--- src/rtl/sram_responder_pkg.sv ---
// Shared types for the SRAM responder: FSM states, request kinds and arbitration.
package sram_responder_pkg;

   localparam int CNT_W    = 4;
   localparam int WAIT_MAX = 15;

   typedef enum logic [1:0] {
      ST_IDLE   = 2'd0,
      ST_ACCESS = 2'd1,
      ST_WAIT   = 2'd2,
      ST_RESP   = 2'd3
   } state_t;

   typedef enum logic [1:0] {
      REQ_INST   = 2'd0,
      REQ_DREAD  = 2'd1,
      REQ_DWRITE = 2'd2
   } req_t;

   // Data read wins over data write (a combined ren+wen is a read), data beats instruction.
   function automatic req_t pick_req(input logic dren, input logic [3:0] dwen);
      if (dren)
         return REQ_DREAD;
      else if (|dwen)
         return REQ_DWRITE;
      else
         return REQ_INST;
   endfunction

endpackage

--- src/rtl/sram_responder.sv ---
// Single-outstanding responder for the split instruction/data request ports,
// driving a single-port synchronous word memory with configurable wait states.
module sram_responder
   import sram_responder_pkg::*;
#(
   parameter int MEM_AW      = 16,
   parameter int WAIT_CYCLES = 0
) (
   input  logic              clk,
   input  logic              resetn,
   input  logic [31:0]       inst_addr,
   input  logic              inst_ren,
   output logic              inst_valid,
   output logic [31:0]       inst_rd,
   input  logic [31:0]       data_addr,
   input  logic              data_ren,
   input  logic [3:0]        data_wen,
   input  logic [31:0]       data_wd,
   output logic              data_valid,
   output logic [31:0]       data_rd,
   output logic              mem_en,
   output logic [3:0]        mem_we,
   output logic [MEM_AW-1:0] mem_addr,
   output logic [31:0]       mem_wdata,
   input  logic [31:0]       mem_rdata
);

   state_t              r_state;
   req_t                r_req;
   logic [CNT_W-1:0]    r_wait_cnt;
   logic                r_mem_en;
   logic [3:0]          r_mem_we;
   logic [MEM_AW-1:0]   r_mem_addr;
   logic [31:0]         r_mem_wdata;
   logic                r_inst_valid;
   logic [31:0]         r_inst_rd;
   logic                r_data_valid;
   logic [31:0]         r_data_rd;

   logic                w_any_req;
   req_t                w_req_sel;
   logic [MEM_AW-1:0]   w_addr;
   logic                w_cnt_done;
   logic                w_unused_bits;

   assign w_any_req  = data_ren | (|data_wen) | inst_ren;
   assign w_req_sel  = pick_req(data_ren, data_wen);
   assign w_addr     = (w_req_sel == REQ_INST) ? inst_addr[MEM_AW+1:2] : data_addr[MEM_AW+1:2];
   assign w_cnt_done = (r_wait_cnt == CNT_W'(WAIT_CYCLES));

   assign w_unused_bits = ^{inst_addr[1:0], inst_addr[31:MEM_AW+2],
                            data_addr[1:0], data_addr[31:MEM_AW+2]};

   // The mem_* registers double as the captured request: they are loaded on accept
   // so the memory sees them during the ACCESS cycle without an extra stage.
   always_ff @(posedge clk or negedge resetn) begin
      if (!resetn) begin
         r_state      <= ST_IDLE;
         r_req        <= REQ_INST;
         r_wait_cnt   <= '0;
         r_mem_en     <= 1'b0;
         r_mem_we     <= '0;
         r_mem_addr   <= '0;
         r_mem_wdata  <= '0;
         r_inst_valid <= 1'b0;
         r_inst_rd    <= '0;
         r_data_valid <= 1'b0;
         r_data_rd    <= '0;
      end else begin
         case (r_state)
            ST_IDLE: begin
               if (w_any_req) begin
                  r_req       <= w_req_sel;
                  r_mem_en    <= 1'b1;
                  r_mem_addr  <= w_addr;
                  r_mem_we    <= (w_req_sel == REQ_DWRITE) ? data_wen : 4'b0000;
                  r_mem_wdata <= data_wd;
                  r_state     <= ST_ACCESS;
               end
            end
            ST_ACCESS: begin
               r_mem_en   <= 1'b0;
               r_mem_we   <= '0;
               r_wait_cnt <= '0;
               r_state    <= ST_WAIT;
            end
            ST_WAIT: begin
               if (w_cnt_done) begin
                  case (r_req)
                     REQ_INST: begin
                        r_inst_rd    <= mem_rdata;
                        r_inst_valid <= 1'b1;
                     end
                     REQ_DREAD: begin
                        r_data_rd    <= mem_rdata;
                        r_data_valid <= 1'b1;
                     end
                     default: begin
                        r_data_valid <= 1'b1;
                     end
                  endcase
                  r_state <= ST_RESP;
               end else begin
                  r_wait_cnt <= r_wait_cnt + 1'b1;
               end
            end
            ST_RESP: begin
               r_inst_valid <= 1'b0;
               r_data_valid <= 1'b0;
               r_state      <= ST_IDLE;
            end
            default: begin
               r_state <= ST_IDLE;
            end
         endcase
      end
   end

   assign mem_en     = r_mem_en;
   assign mem_we     = r_mem_we;
   assign mem_addr   = r_mem_addr;
   assign mem_wdata  = r_mem_wdata;
   assign inst_valid = r_inst_valid;
   assign inst_rd    = r_inst_rd;
   assign data_valid = r_data_valid;
   assign data_rd    = r_data_rd;

endmodule
--- config.mk ---
export PLATFORM = sky130hd
export DESIGN_NAME = sram_responder
export DESIGN_NICKNAME = d
export VERILOG_FILES = /design/src/rtl/sram_responder_pkg.sv /design/src/rtl/sram_responder.sv
export SDC_FILE = /design/constraint.sdc
export NUM_CORES = 1
export LEC_CHECK = 0
export ABC_AREA = 0
export CELL_PAD_IN_SITES_DETAIL_PLACEMENT = 1
export CELL_PAD_IN_SITES_GLOBAL_PLACEMENT = 1
export CORE_UTILIZATION = 28
export CTS_CLUSTER_DIAMETER = 100
export CTS_CLUSTER_SIZE = 28
export DETAILED_ROUTE_END_ITERATION = 10
export PLACE_DENSITY_LB_ADDON = 0.25
export SYNTH_ARGS = -nofsm -noshare
export SYNTH_HDL_FRONTEND = slang
export SYNTH_SLANG_ARGS = --single-unit
--- constraint.sdc ---
create_clock -name clk -period 2 [get_ports clk]
set_clock_uncertainty 0.2 [all_clocks]
set_input_delay 0.4 -clock clk [delete_from_list [all_inputs] [get_ports clk]]
set_output_delay 0.4 -clock clk [all_outputs]
set_load 0.01 [all_outputs]
==> results.toml <==
[critical_path]
critPathCaptureType = "flop"
cp-start-kind = "primary input"
critPathLaunch = "data_wen[3]"
criticalPathCategory = "in2reg"
regToRegStartpoint = "r_wait_cnt[1]"
worst_ep_arrival_time_ps = 2080
required_ps = 2090
crit_fanout = 10

[finish]
drive_gt1_share_pct = 27.8
antennaDiodeCount = 0
num-nets-final = 771
final_common_cell = "clkdlybuf4s50_1"
final_cells = 875
synthToLayoutAreaGrowth_pct = 66.2
final_cell_mix = "210 x clkdlybuf4s50_1, 127 x dfrtp_1, 78 x mux2_2"
fillers = 1911

[power]
p_total_mw = 14.4
p_leak_nw = 3.69
peakVddDrop_mv = 0.657
p_per_area_nw_per_um2 = 1630

[timing]
min_period_over_period_pct = 99.5
rsz0062_at_grt = "yes"
slew_violations = 0
hold_viol_final = 0
max_slew_margin_pct = 64.3
finalWorstSetupSlack_ps = 9.05
max_freq_mhz = 502
setup_viol = 0
worst_pin_slew_ps = 535
fin_crit_ps = 1990

[place]
dpl_worst_slack_ps = -557
dp_hpwl_um = 11100
io_buffers = 222
dp.cells = 836
gp_congestion = 0.729

[detailed_routing]
drc = 0
post_drt_via_cell_ratio = 4.59
vias = 4020
ant_nets = 0
first_iter_violations = 84
routed_wl_um = 16100
routedWlPerCell_um = 18.4
first_pass_iters = 4

[worst_hold_path]
hp-class = "reg2reg"
hp-start = "inst_rd[6]"

[global_routing]
grt_usage_pct = 16.8
grt_overflow = 0
grt_antenna_before_repair = 0
grt_pass1_vias = 4563
grt_max_degree = 88
grt_pass1_wl_um = 25200

[yosys]
ys_ff_latch = 127
synth_nets = 518
syn_inst = 375
yosysWarnings = 0
synth_area_per_cell_um2 = 14.2
synth.distinct_cells = 35
yosysSeqAreaShare_pct = 59.7
mappedNetlistArea_um2 = 5320

[floorplanning]
rows = 50
dieArea_um2 = 19600
core_area_um2 = 18600
start_util_pct = 28.6
die_y_um = 140
ios = 255
die_w_um = 140

[clock_tree]
clk_path_buf_depth = 2
path_clk_slew_ps = 60
cts_tree = "done"
cts_max_level = 4
insertion_delay_ps = 410
cts-buffers-inserted = 17
cts-root-buf = "clkbuf_16"
clock-sinks = 127

[run]
max_cap_violations = 0

[outcome]
status = "finished clean"
==> synth_stat cells <==
library cell / instances / area [um^2]
buf_6: 2 / 22.5
xnor2_1: 1 / 8.76
nand3_1: 5 / 25.0
a21oi_1: 1 / 5.00
o21ai_0: 23 / 115
ha_1: 7 / 87.6
nor2b_1: 22 / 138
mux2_4: 4 / 60.1
o32a_1: 1 / 10.0
o31a_1: 1 / 8.76
a31oi_1: 2 / 12.5
a2bb2oi_1: 1 / 8.76
clkbuf_1: 14 / 52.6
a22o_1: 1 / 8.76
nor4_1: 1 / 6.26
o31ai_1: 1 / 7.51
buf_2: 7 / 35.0
nor2_1: 2 / 7.51
o221a_1: 16 / 180
nand3b_1: 1 / 7.51
and4_1: 1 / 8.76
and2_0: 1 / 6.26
or3b_2: 1 / 8.76
nand2b_1: 16 / 100
mux2i_1: 4 / 40.0
or2_2: 1 / 6.26
nor3b_1: 2 / 15.0
mux2_2: 94 / 1060
dfrtp_1: 127 / 3180
o22ai_1: 1 / 6.26
inv_1: 6 / 22.5
a22oi_1: 2 / 15.0
or4_1: 1 / 7.51
o2bb2ai_1: 4 / 35.0
o211ai_1: 1 / 7.51
==> power breakdown <==
group / total, mW / internal [mW] / leakage, nW / switching (mW)
Clock: 3.06 / 1.85 / 0.285 / 1.21
Sequential: 4.59 / 3.86 / 1.50 / 0.728
Combinational: 6.80 / 4.25 / 1.91 / 2.54
Total: 14.4 / 9.97 / 3.69 / 4.48
==> registers in the layout (all words and copies together), names as in the netlist, 2 cells and up <==
name and cells:
r_state 2, r_req 2, mem_addr 16, mem_we 4, data_rd 32, mem_wdata 32, r_wait_cnt 4, inst_rd 32
==> path summary, 6_finish.rpt <==
check	cells after the start	endpoint	slack [ps]
max	5	mem_addr[6]	9
min	1	inst_rd[6]	300
max reg2reg	6	data_rd[19]	9
min reg2reg	1	inst_rd[6]	300
max in group asynchronous	3	mem_addr[13]	770
min in group asynchronous	3	data_rd[20]	390
==> per-stage QoR <==
stage / area [um^2] / TNS, ps / util (%) / hold slack (ps)
after floorplan: 5370 / -5410 / - / -95.6
after global placement: 8020 / -25730 / 43.0 / 282
after detailed placement: 8020 / -27260 / 43.0 / 294
after CTS: 8710 / -234 / 46.7 / 308
after global routing: 8850 / -1420 / 47.4 / 324
final: 8850 / 0 / 47.4 / 305
==> layer usage <==
layer  global-route usage [%]  share of wire (%)  up-vias
met5                        0                  0        -
met4                     6.88                1.8        0
met3                     3.75                4.2       17
met2                     29.8                 53      109
met1                     19.5                 42     2040
li1                         -                  -     1854
==> repair_timing <==
| item | CTS | global route |
|---|---|---|
| cloned | 3 | 1 |
| pin swaps | 3 | 4 |
| setup endpoints to repair | 86 | 90 |
| hold endpoints to repair | 127 | 0 |
| resized for setup | 12 | 27 |
| setup buffers | 0 | 2 |
| hold buffers | 1 | 0 |
==> layout make-up <==
class                      count  area, um^2  area share (%)
tap                          234         293            3.31
timing repair buffer         257        2640            29.8
inverter                       6        22.5           0.255
sequential                   127        3180            35.9
multi-input combinational    219        2130            24.1
clock buffer                  17         425            4.81
clock inverter                15         160            1.81
==> logic make-up (layout without fill, tap and decap cells) <==
logic type / after synthesis / after routing / share of synthesized area (%)
adders and majority gates: 7 / 7 / 1.65
AOI/OAI and AO/OA: 55 / 55 / 7.90
muxes: 102 / 102 / 21.8
and+or+nand+nor: 54 / 54 / 6.32
DFF: 127 / 127 / 59.7
buffers and inverters: 29 / 295 / 2.49
xor gates and xnor gates: 1 / 1 / 0.165
==> worst max-delay path, stage by stage <==
cell	delay, ps
dlygate4sd2_1	250
or4_4	550
o31a_4	340
bufbuf_16	290
o221a_1	240
(Power assumes the default switching activity.)
